`config.mk`:
```
export PLATFORM = sky130hd
export DESIGN_NAME = midi_voice_allocator
export DESIGN_NICKNAME = d
export VERILOG_FILES = /design/src/rtl/midi_voice_pkg.sv /design/src/rtl/voice_select.sv /design/src/rtl/midi_voice_allocator.sv
export SDC_FILE = /design/constraint.sdc
export NUM_CORES = 1
export LEC_CHECK = 0
export ABC_AREA = 1
export CORE_ASPECT_RATIO = 0.6
export CORE_MARGIN = 4
export CORE_UTILIZATION = 54
export DETAILED_ROUTE_END_ITERATION = 8
export MAX_ROUTING_LAYER = met4
export PLACE_DENSITY = 0.9
export SYNTH_ARGS = -nofsm -noshare
export SYNTH_HDL_FRONTEND = slang
export SYNTH_SLANG_ARGS = --single-unit
```
`constraint.sdc`:
```
create_clock -name clk -period 3.6 [get_ports clk]
set_input_delay 1.08 -clock clk [delete_from_list [all_inputs] [get_ports clk]]
set_output_delay 1.08 -clock clk [all_outputs]
set_load 0.1 [all_outputs]
```
`src/rtl/midi_voice_pkg.sv`:
```
// Shared types and constants for the MIDI voice allocator.
package midi_voice_pkg;

    typedef enum logic [1:0] {
        ST_IDLE,
        ST_LOOKUP,
        ST_ISSUE
    } voice_alloc_state_t;

    localparam int unsigned REQ_SPI     = 0;
    localparam int unsigned REQ_TRACKER = 1;

    // Age storage is sized for the widest supported AGE_WIDTH (8).
    localparam int unsigned AGE_W_MAX = 8;
    localparam int unsigned IDX_W     = 3;

    typedef struct packed {
        logic                 busy;
        logic [3:0]           note;
        logic [1:0]           octave;
        logic [AGE_W_MAX-1:0] age;
    } voice_slot_t;

    // Saturation value of an age counter that is w bits wide.
    function automatic logic [AGE_W_MAX-1:0] AGE_MAX(input int unsigned w);
        return AGE_W_MAX'((1 << w) - 1);
    endfunction

endpackage

```
`src/rtl/voice_select.sv`:
```
// Combinational target finder: retrigger match, then free voice, then steal.
// Stealing the oldest voice is compiled in only with VOICE_STEAL_EN.
module voice_select
    import midi_voice_pkg::*;
#(
    parameter int CHANNELS = 3
) (
    input  voice_slot_t [CHANNELS-1:0] slots_i,
    input  logic                       note_on_i,
    input  logic [3:0]                 note_i,
    input  logic [1:0]                 octave_i,
    output logic [IDX_W-1:0]           idx_o,
    output logic                       found_o,
    output logic                       stolen_o
);

    logic             hit;
    logic [IDX_W-1:0] hit_idx;
    logic             free;
    logic [IDX_W-1:0] free_idx;

    always_comb begin
        hit      = 1'b0;
        hit_idx  = '0;
        free     = 1'b0;
        free_idx = '0;
        for (int i = 0; i < CHANNELS; i++) begin
            if (slots_i[i].busy && !hit &&
                slots_i[i].note == note_i &&
                slots_i[i].octave == octave_i) begin
                hit     = 1'b1;
                hit_idx = IDX_W'(i);
            end
            if (!slots_i[i].busy && !free) begin
                free     = 1'b1;
                free_idx = IDX_W'(i);
            end
        end
    end

`ifdef VOICE_STEAL_EN
    logic                 old_hit;
    logic [IDX_W-1:0]     old_idx;
    logic [AGE_W_MAX-1:0] old_age;

    // Strict '>' keeps the lowest index on equal ages.
    always_comb begin
        old_hit = 1'b0;
        old_idx = '0;
        old_age = '0;
        for (int i = 0; i < CHANNELS; i++) begin
            if (slots_i[i].busy &&
                (!old_hit || slots_i[i].age > old_age)) begin
                old_hit = 1'b1;
                old_idx = IDX_W'(i);
                old_age = slots_i[i].age;
            end
        end
    end
`endif

    always_comb begin
        idx_o    = hit_idx;
        found_o  = hit;
        stolen_o = 1'b0;
        if (!hit && note_on_i) begin
            if (free) begin
                idx_o   = free_idx;
                found_o = 1'b1;
            end
`ifdef VOICE_STEAL_EN
            else if (old_hit) begin
                idx_o    = old_idx;
                stolen_o = 1'b1;
            end
`endif
        end
    end

endmodule

```
`src/rtl/midi_voice_allocator.sv`:
```
// Arbitrates SPI MIDI / tracker note events onto playback voices.
// VOICE_STEAL_EN: steal the oldest voice when none is free, else drop.
module midi_voice_allocator
    import midi_voice_pkg::*;
#(
    parameter int CHANNELS  = 3,
    parameter int AGE_WIDTH = 4
) (
    input  logic                clk,
    input  logic                reset,
    input  logic [1:0]          req_valid,
    output logic [1:0]          req_ready,
    input  logic [1:0]          req_note_on,
    input  logic [7:0]          req_note,
    input  logic [3:0]          req_octave,
    input  logic [CHANNELS-1:0] voice_done,
    output logic [CHANNELS-1:0] key_on,
    output logic [CHANNELS-1:0] key_off,
    output logic [3:0]          note,
    output logic [1:0]          octave,
    output logic                status_valid,
    output logic                status_note_on,
    output logic [3:0]          status_note,
    output logic [1:0]          status_octave,
    output logic [3:0]          status_channel,
    output logic                drop
);

    localparam logic [AGE_W_MAX-1:0] AGE_SAT = AGE_MAX(AGE_WIDTH);

    voice_alloc_state_t state_q, state_d;
    logic                        last_q, last_d;
    voice_slot_t [CHANNELS-1:0]  slot_q, slot_d;
    logic                        ev_on_q, ev_on_d;
    logic [3:0]                  ev_note_q, ev_note_d;
    logic [1:0]                  ev_oct_q, ev_oct_d;
    logic [IDX_W-1:0]            tgt_q, tgt_d;

    logic [CHANNELS-1:0] key_on_q, key_on_d;
    logic [CHANNELS-1:0] key_off_q, key_off_d;
    logic [3:0]          note_q, note_d;
    logic [1:0]          octave_q, octave_d;
    logic                st_valid_q, st_valid_d;
    logic                st_on_q, st_on_d;
    logic [3:0]          st_note_q, st_note_d;
    logic [1:0]          st_oct_q, st_oct_d;
    logic [3:0]          st_ch_q, st_ch_d;
    logic                drop_q, drop_d;

    logic             grant;
    logic             hs;
    logic [IDX_W-1:0] sel_idx;
    logic             sel_found;
    logic             sel_stolen;
    logic             sel_hit;
    logic             issue_on;
    logic             issue_off;

    voice_select #(
        .CHANNELS (CHANNELS)
    ) u_select (
        .slots_i   (slot_q),
        .note_on_i (ev_on_q),
        .note_i    (ev_note_q),
        .octave_i  (ev_oct_q),
        .idx_o     (sel_idx),
        .found_o   (sel_found),
        .stolen_o  (sel_stolen)
    );

    assign sel_hit   = sel_found | sel_stolen;
    assign issue_on  = (state_q == ST_ISSUE) && (|key_on_q);
    assign issue_off = (state_q == ST_ISSUE) && (|key_off_q);

    // Round-robin: on a tie (or no request) point at the one not granted last.
    always_comb begin
        grant = ~last_q;
        if (req_valid == 2'b01) begin
            grant = 1'b0;
        end else if (req_valid == 2'b10) begin
            grant = 1'b1;
        end
        req_ready = 2'b00;
        if (state_q == ST_IDLE) begin
            req_ready = grant ? 2'b10 : 2'b01;
        end
        hs = (state_q == ST_IDLE) && req_valid[grant];
    end

    always_comb begin
        state_d    = state_q;
        last_d     = last_q;
        ev_on_d    = ev_on_q;
        ev_note_d  = ev_note_q;
        ev_oct_d   = ev_oct_q;
        tgt_d      = tgt_q;
        key_on_d   = '0;
        key_off_d  = '0;
        st_valid_d = 1'b0;
        drop_d     = 1'b0;
        note_d     = note_q;
        octave_d   = octave_q;
        st_on_d    = st_on_q;
        st_note_d  = st_note_q;
        st_oct_d   = st_oct_q;
        st_ch_d    = st_ch_q;
        unique case (state_q)
            ST_IDLE: begin
                if (hs) begin
                    state_d   = ST_LOOKUP;
                    last_d    = grant;
                    ev_on_d   = req_note_on[grant];
                    ev_note_d = grant ? req_note[7:4] : req_note[3:0];
                    ev_oct_d  = grant ? req_octave[3:2] : req_octave[1:0];
                end
            end
            ST_LOOKUP: begin
                state_d = ST_ISSUE;
                tgt_d   = sel_idx;
                if (sel_hit) begin
                    for (int i = 0; i < CHANNELS; i++) begin
                        key_on_d[i]  = ev_on_q && (IDX_W'(i) == sel_idx);
                        key_off_d[i] = !ev_on_q && (IDX_W'(i) == sel_idx);
                    end
                    note_d     = ev_note_q;
                    octave_d   = ev_oct_q;
                    st_valid_d = 1'b1;
                    st_on_d    = ev_on_q;
                    st_note_d  = ev_note_q;
                    st_oct_d   = ev_oct_q;
                    st_ch_d    = 4'(sel_idx);
                end
`ifndef VOICE_STEAL_EN
                drop_d = ev_on_q && !sel_hit;
`endif
            end
            ST_ISSUE: begin
                state_d = ST_IDLE;
            end
            default: begin
                state_d = ST_IDLE;
            end
        endcase
    end

    // voice_done frees first; a same-cycle note on re-claims the voice.
    always_comb begin
        slot_d = slot_q;
        for (int i = 0; i < CHANNELS; i++) begin
            if (voice_done[i]) begin
                slot_d[i].busy = 1'b0;
            end
            if (issue_on) begin
                if (IDX_W'(i) == tgt_q) begin
                    slot_d[i].busy   = 1'b1;
                    slot_d[i].note   = ev_note_q;
                    slot_d[i].octave = ev_oct_q;
                    slot_d[i].age    = '0;
                end else if (slot_q[i].busy && slot_q[i].age != AGE_SAT) begin
                    slot_d[i].age = slot_q[i].age + 1'b1;
                end
            end
            if (issue_off && IDX_W'(i) == tgt_q) begin
                slot_d[i].busy = 1'b0;
            end
        end
    end

    always_ff @(posedge clk) begin
        if (reset) begin
            state_q    <= ST_IDLE;
            last_q     <= 1'b1;
            slot_q     <= '0;
            ev_on_q    <= 1'b0;
            ev_note_q  <= '0;
            ev_oct_q   <= '0;
            tgt_q      <= '0;
            key_on_q   <= '0;
            key_off_q  <= '0;
            note_q     <= '0;
            octave_q   <= '0;
            st_valid_q <= 1'b0;
            st_on_q    <= 1'b0;
            st_note_q  <= '0;
            st_oct_q   <= '0;
            st_ch_q    <= '0;
            drop_q     <= 1'b0;
        end else begin
            state_q    <= state_d;
            last_q     <= last_d;
            slot_q     <= slot_d;
            ev_on_q    <= ev_on_d;
            ev_note_q  <= ev_note_d;
            ev_oct_q   <= ev_oct_d;
            tgt_q      <= tgt_d;
            key_on_q   <= key_on_d;
            key_off_q  <= key_off_d;
            note_q     <= note_d;
            octave_q   <= octave_d;
            st_valid_q <= st_valid_d;
            st_on_q    <= st_on_d;
            st_note_q  <= st_note_d;
            st_oct_q   <= st_oct_d;
            st_ch_q    <= st_ch_d;
            drop_q     <= drop_d;
        end
    end

    assign key_on         = key_on_q;
    assign key_off        = key_off_q;
    assign note           = note_q;
    assign octave         = octave_q;
    assign status_valid   = st_valid_q;
    assign status_note_on = st_on_q;
    assign status_note    = st_note_q;
    assign status_octave  = st_oct_q;
    assign status_channel = st_ch_q;
    assign drop           = drop_q;

endmodule

```
Yosys cells after proc, flatten, opt, wreduce, memory -nomap -nowiden
Cells that the tools add are included.
{"block": "word_totals", "reg_bits": 76, "output_inout_bits": 27, "elab_cells": 149}
{"block": "op_classes", "addsub": 3, "magnitude_cmp": 1, "eq_ne": 18, "muxes": 42, "n_bitwise": 3, "reduce_logical": 56}
{"operator": "$mux W8", "n": 6}
{"operator": "$mux W15", "n": 3}
{"operator": "$logic_and A1 B1 Y1", "n": 27}
{"operator": "$add A8 B1 Y8 const B", "n": 3}
{"operator": "$ne A8 B4 Y1 const B", "n": 3}
{"operator": "$mux W7", "n": 3}
{"operator": "$mux W1", "n": 20}
{"operator": "$reduce_and A2 Y1", "n": 8}
{"operator": "$mux W2", "n": 7}
{"operator": "$eq A4 B4 Y1", "n": 3}
{"operator": "$reduce_or A3 Y1", "n": 3}
{"operator": "$logic_not A1 Y1", "n": 8}
{"operator": "$reduce_or A2 Y1", "n": 4}
{"operator": "$eq A1 B3 Y1 const A", "n": 2}
{"operator": "$eq A2 B2 Y1", "n": 3}
{"operator": "$eq A2 B3 Y1 const A", "n": 2}
{"operator": "$logic_not A3 Y1", "n": 2}
{"operator": "$reduce_bool A2 Y1", "n": 3}
{"operator": "$eq A2 B1 Y1 const B", "n": 2}
{"operator": "$eq A2 B2 Y1 const B", "n": 2}
{"operator": "$mux W4", "n": 1}
{"operator": "$pmux W2 S2", "n": 1}
{"operator": "$mux W3", "n": 1}
{"operator": "$not A1 Y1", "n": 3}
{"operator": "other kinds (3)", "n": 3}

Longest topological paths before layout
{"block": "logic_depth", "word_depth": 19, "ltp_mapped": 13}

Modules after synthesis
Synthesis repeated with hierarchy kept, for this count alone.
{"block": "hier_totals", "hier_cells": 604, "hier_area_um2": 4007.6}
{"mod": "midi_voice_allocator", "instances": 1, "cells_each": 506, "area_per_inst_um2": 3574.7}
{"mod": "voice_select", "instances": 1, "cells_each": 98, "area_per_inst_um2": 432.9}

Least setup slack after synthesis
Ideal clock, no wire load.
{"block": "synth_path", "path_kind": "input to output", "from": "input port req_valid[0]", "to": "output port req_ready[1]", "arrival_time_ns": 2.865, "required_ns": 2.520, "setup_slack_ns": -0.345, "stages": 3, "n_path_buf": 0, "path_cell_list": "o21ai_2 clkinv_1 nor2_1"}
{"block": "synth_via", "elab_chain_cells": 5, "word_cells_on_any_way": 6, "cone_classes": "eq/ne (2); mux (4)"}
{"element": "start, declared", "line": "midi_voice_allocator.sv:11", "rtl": "input logic [1:0] req_valid,"}
{"element": "$eq A2 B2 Y1", "line": "midi_voice_allocator.sv:80", "rtl": "end else if (req_valid == 2'b10) begin"}
{"element": "$mux W1", "line": "midi_voice_allocator.sv:80"}
{"element": "$mux W1 (*)", "line": "midi_voice_allocator.sv:78", "rtl": "if (req_valid == 2'b01) begin"}
{"element": "$mux W2 (*)", "line": "midi_voice_allocator.sv:85", "rtl": "req_ready = grant ? 2'b10 : 2'b01;"}
{"element": "$mux W2 (*)", "line": "midi_voice_allocator.sv:84", "rtl": "if (state_q == ST_IDLE) begin"}
{"element": "end, declared", "line": "midi_voice_allocator.sv:12", "rtl": "output logic [1:0] req_ready,"}
Mark *: on every way between the ends. The rest lies on a longest branch, timed or not.

Worst setup path after layout
Ends and elaborated chain as after synthesis.

==> run_results.csv <==
group,metric,value,unit
floorplan,fp.dieH,58.5,µm
placement,hpwl,3950,µm
drt,met3_length,371,µm
critical_path,arrival,2.36,ns
drt,antenna_left,0,
logic_synthesis,ys_ff_latch,50,
power,p_leak,1.17,nW
finish,area_growth,19.6,%
critical_path,cp_top_family,"buffers and inverters",
global_route,antenna_found_initial,0,
logic_synthesis,ys_seq_area_frac,0.436,
logic_synthesis,yosys.cell_types.count,28,
logic_synthesis,mappedNetlistArea,2290,µm²
sta,final-max-slew-violation-count,0,
floorplan,dieArea,5390,µm²
global_route,grt_pass1_vias,1860,
drt,dr_wl_met2,2190,µm
sta,setup_tns,0,ns
sta,finalHoldViolCount,0,
drt,post-route-drc-count,0,
placement,placed_area,2650,µm²
sta,fin_skew,0.0109,ns
clocking,postCtsHoldBufs,0,
sta,maxSlewHeadroom,0.514,
finish,layout_common_cells,"nand2_1, dfxtp_1, inv_1",
clocking,post_cts_buffers,0,
finish,multi_input_area,990,µm²
critical_path,reg2reg_depth,11,
clocking,cts_sinks,50,
worst_hold_path,whs_path_depth,2,
critical_path,cp_slowest_cell,"clkdlybuf4s50_1",
clocking,cts_resized,0,
floorplan,num_rows,18,
drt,first_iter_violations,109,
logic_synthesis,avgSynthCellArea,7.10,µm²
sta,tightest_slew,0.719,ns
drt,routed_wirelength,5160,µm
floorplan,start_util,0.560,
finish,final_nets,376,
job,drv_cap,0,
placement,pre_cts_slack,0.153,ns
critical_path,required,2.52,ns
critical_path,endpoint_kind,"output pin",
sta,max_freq,0.291,GHz
placement,gp_congestion,0.898,
clocking,h-tree-depth,2,
sta,setup_violations,0,
drt,wl_met1,2550,µm
worst_hold_path,hp-class,"flip-flop to flip-flop",
critical_path,path_max_fanout,9,
sta,period_needed,3.44,ns
placement,io_buffers,45,
critical_path,path_cells,"clkdlybuf4s50_1 -> o21ai_2 -> clkinv_1 -> nor2_2 -> buf_12",
critical_path,max_stage_delay,0.45,ns
logic_synthesis,yosys_warnings,0,
clocking,cts_tree,"built",
finish,n_fill_cell,361,
drt,vias,2064,
finish,design_area,2740,µm²
power,powerDensity,420,nW/µm²
global_route,grt_overflow,0,
finish,final_layout_size_suffix_gt1_frac,0.146,
clocking,clockBufferDepth,2,
drt,dr.max_layer_used,"met4",
clocking,cts_made_buffers,5,
floorplan,die_w,92.1,µm
drt,viasPerCell,4.96,
power,ir_drop,0.290,mV
clocking,path_clk_slew,0.09,ns
sta,setup_slack,0.160,ns
sta,rsz0062_at_grt,"false",
clocking,clock_latency,0.31,ns
finish,diodes,0,
floorplan,io_pins,48,
drt,firstDrtPassIters,4,
finish,final_common_cell,"nand2_1",
critical_path,worstSetupPathDepth,5,
global_route,grt_max_degree,24,
finish,seqCellArea,1000,µm²
drt,avgRoutedWirePerCell,12.4,µm
global_route,grt_util_all_layers,0.208,
clocking,root_buffer,"clkbuf_8",
global_route,grt_pass1_wl,8570,µm
critical_path,start_kind,"input pin",
critical_path,worstSetupPathType,"input pin to output pin",
sta,min_period_over_period,0.956,
critical_path,path_buf_inv,3,
logic_synthesis,synth_cells,323,
floorplan,core-area,4100,µm²
run_status,outcome,"complete, no violations",
## stage by stage
stage	utilization	std cells	power (mW)	hold WS [ns]
after floorplan	-	324	0.765	0.436
after global placement	0.646	408	0.815	0.446
after detailed placement	0.646	408	0.820	0.449
after CTS	0.669	416	1.15	0.462
after global routing	0.669	416	1.20	0.481
final	0.669	416	1.15	0.460
## layer usage
| metal | GRT usage | vias up |
|---|---|---|
| li1 | - | 1087 |
| met1 | 0.283 | 900 |
| met2 | 0.303 | 73 |
| met3 | 0.0575 | 4 |
| met4 | 0.0613 | 0 |
| met5 | - | - |
## worst paths after layout
kind / from / end / slack, ns
worst min register to register: slot_q[26]$_SDFFE_PP0P_ / slot_q[26]$_SDFFE_PP0P_ / 0.46
worst max register to register: ev_note_q[0]$_SDFFE_PP0P_ / status_note[1]$_SDFFE_PP0P_ / 1.75
worst max-delay path: req_valid[0] / req_ready[1] / 0.16
worst min-delay path: slot_q[26]$_SDFFE_PP0P_ / slot_q[26]$_SDFFE_PP0P_ / 0.46
## sequential cells by signal, indices dropped and copies added (netlist names), 3 cells and up
register     flops
slot_q          21
ev_note_q        4
status_note      4
key_off          3
key_on           3
## cells by family (layout without fill, tap and decap cells)
kind of cell    Yosys count  in the layout  synth area share
compound gates           68             68             0.167
xor+xnor                  1              1           0.00382
buf+inv                  64             96             0.136
flops                    50             50             0.436
other cells               1              2           0.00164
simple gates            139            139             0.255
## cells in the mapped netlist, drive strengths merged
| cell type | n | share of area |
|---|---|---|
| clkinv | 1 | 0.0016 |
| nand2 | 83 | 0.14 |
| conb | 1 | 0.0016 |
| o211ai | 1 | 0.0093 |
| dfxtp | 50 | 0.44 |
| nand4 | 3 | 0.0082 |
| clkbuf | 8 | 0.013 |
| nor2 | 27 | 0.050 |
| o311ai | 1 | 0.0038 |
| nand3 | 19 | 0.044 |
| o21ai | 35 | 0.078 |
| o21bai | 1 | 0.0033 |
| a21oi | 23 | 0.053 |
| xnor2 | 1 | 0.0038 |
| inv | 40 | 0.065 |
| a31oi | 7 | 0.019 |
| and2 | 1 | 0.0027 |
| nor3 | 6 | 0.013 |
| buf | 15 | 0.056 |
## worst min-delay path, cell delays in order (launching register included)
cell	delay, ns
dfxtp_1	0.33
inv_1	0.05
a21oi_1	0.05
## power breakdown
part	switching, mW	internal, mW
clock	0.190	0.155
combinational	0.138	0.0720
sequential	0.0301	0.569
## cell type report
cell class              instances  area share
flip-flops and latches         50       0.365
multi-input cells             210       0.361
repair buffers                 47       0.156
inverters                      41      0.0561
clock buffers                   6      0.0301
well taps                      60      0.0274
clock inverters                 2     0.00456
(Power assumes the default switching activity.)
==> RTL change, RTL diff (config.mk and constraints unchanged) <==
Add a define of `VOICE_STEAL_EN`.
--- a/src/rtl/voice_select.sv
+++ b/src/rtl/voice_select.sv
@@ -1,4 +1,6 @@
 // Combinational target finder: retrigger match, then free voice, then steal.
 // Stealing the oldest voice is compiled in only with VOICE_STEAL_EN.
+`define VOICE_STEAL_EN
+
 module voice_select
     import midi_voice_pkg::*;
Formal check against the unedited RTL: no difference found for any inputs over 4 cycles, from zero or initial values and one cycle with reset high; that may be too few to reach the edited logic, so the function may still have changed.
==> RTL change against the unedited design <==
  * Sequential power is 44% higher
  * Wire length is 110% higher
  * Design area is 78% higher
  * Utilization is 0.33 points lower
  * Worst hold slack better by 18 ps
  * Critical path depth stayed put
  * Sequential cell count is 23 higher
  * Worst setup slack worse by 4.2 ps
  * Register-to-register slack worse by 1500 ps
  * Cell count is 80% higher
  * Synthesized area is 79% higher
  * Power is 82% higher
  * Count of clock-buffer cells in the layout is 5 higher
==> RTL change: results (changes against the unedited design) <==
synthAdderAreaFrac_pct: 5.803  # was 0%
largest_reg_flops: 45  # was 21
drtPass1Iterations: 6  # was 4
cts-buffers-inserted: 9  # was 5
fin_skew_ps: 6.876  # was 10.89 ps
cts.clk_slew.worst_paths_ps: 60  # was 90 ps
viasPerCell: 5.455  # was 4.962
synth_compound_area_share_pct: 15.70  # was 16.69%
place_hpwl_um: 8154  # was 3954 um
layout.nonclk_buf_share_pct: 9.079  # was 15.60%
gp_routability_congestion: 0.9215  # was 0.8981
dpl_worst_slack_ps: 143.8  # was 152.9 ps
syn2layout_area_growth_pct: 19.09  # was 19.59%
yosysSeqAreaShare_pct: 35.68  # was 43.64%
clk_share_pct: 6.258  # was 3.467%
well_tap_count: 104  # was 60
reg2reg_from: "slot_q[14]"  # was ev_note_q[0]
grt_pass1_vias: 3678  # was 1860
ff_latch_area_um2: 1461  # was 1001 um2
grt_max_degree: 23  # was 24
ys_types: 41  # was 28
place_inst: 732  # was 408
synthTopCellsByCount: "147 x nand2_1, 73 x dfxtp_1, 60 x inv_1, 60 x nor2_1, 48 x a21oi_1"  # was 81 x nand2_1, 50 x dfxtp_1, 35 x inv_1
multiInputCombCellCount: 430  # was 210
buffers: 49  # was 47
synth_area_per_cell_um2: 6.862  # was 7.100 um2
status: "finished, final reports clean"  # unchanged
ys_ff_latch: 73  # was 50
routed_wl_um: 10870  # was 5157 um
synth-xor-area-share_pct: 2.566  # was 0.3819%
drive_above_1_share_pct: 13.04  # was 14.61%
inv_count: 76  # was 41
[RTL change: changes by cell type after synthesis, sizes merged, moves of 4 or more]
cell,before,now
nor3,6,10
nand2,83,154
ha,0,19
o21ai,35,52
nor3b,0,4
nand3,19,23
buf,15,11
inv,40,74
xor2,0,9
dfxtp,50,73
nor2,27,69
nand4,3,14
a21oi,23,48
[RTL change: layer usage]
| layer | track usage (%) | part of all wire [%] |
|---|---|---|
| met5 | - | 0 |
| met4 | 6.658 | 0.87 |
| met3 | 6.380 | 10 |
| met2 | 37.85 | 41 |
| met1 | 34.32 | 48 |
[RTL change: worst min path at each step]
stage | cells after the start | slack [ps] | start | endpoint
2_1_floorplan | 2 | 470 | slot_q[4] | slot_q[4]
3_3_place_gp | 2 | 470 | status_note_on | status_note_on
3_5_place_dp | 2 | 470 | status_note_on | status_note_on
4_1_cts | 2 | 480 | status_note_on | status_note_on
5_1_grt | 2 | 520 | status_note_on | status_note_on
6_report | 2 | 480 | status_note_on | status_note_on
[RTL change: worst max-delay path, stage by stage]
cell and delay (ps):
clkdlybuf4s50_1 450, o21ai_2 320, clkinv_1 160, nor2_2 160, buf_12 190
[RTL change: repair_timing]
item / in CTS / in global routing
setup endpoints to repair: 0 / 10
endpoints found under the hold margin: 0 / 0
gates resized for setup: 0 / 1
[RTL change: report_power, final]
part	total (mW)	switching, mW	internal [mW]
clock network	0.914	0.354	0.560
registers	0.862	0.0326	0.829
logic	0.322	0.229	0.0936
total	2.10	0.615	1.48
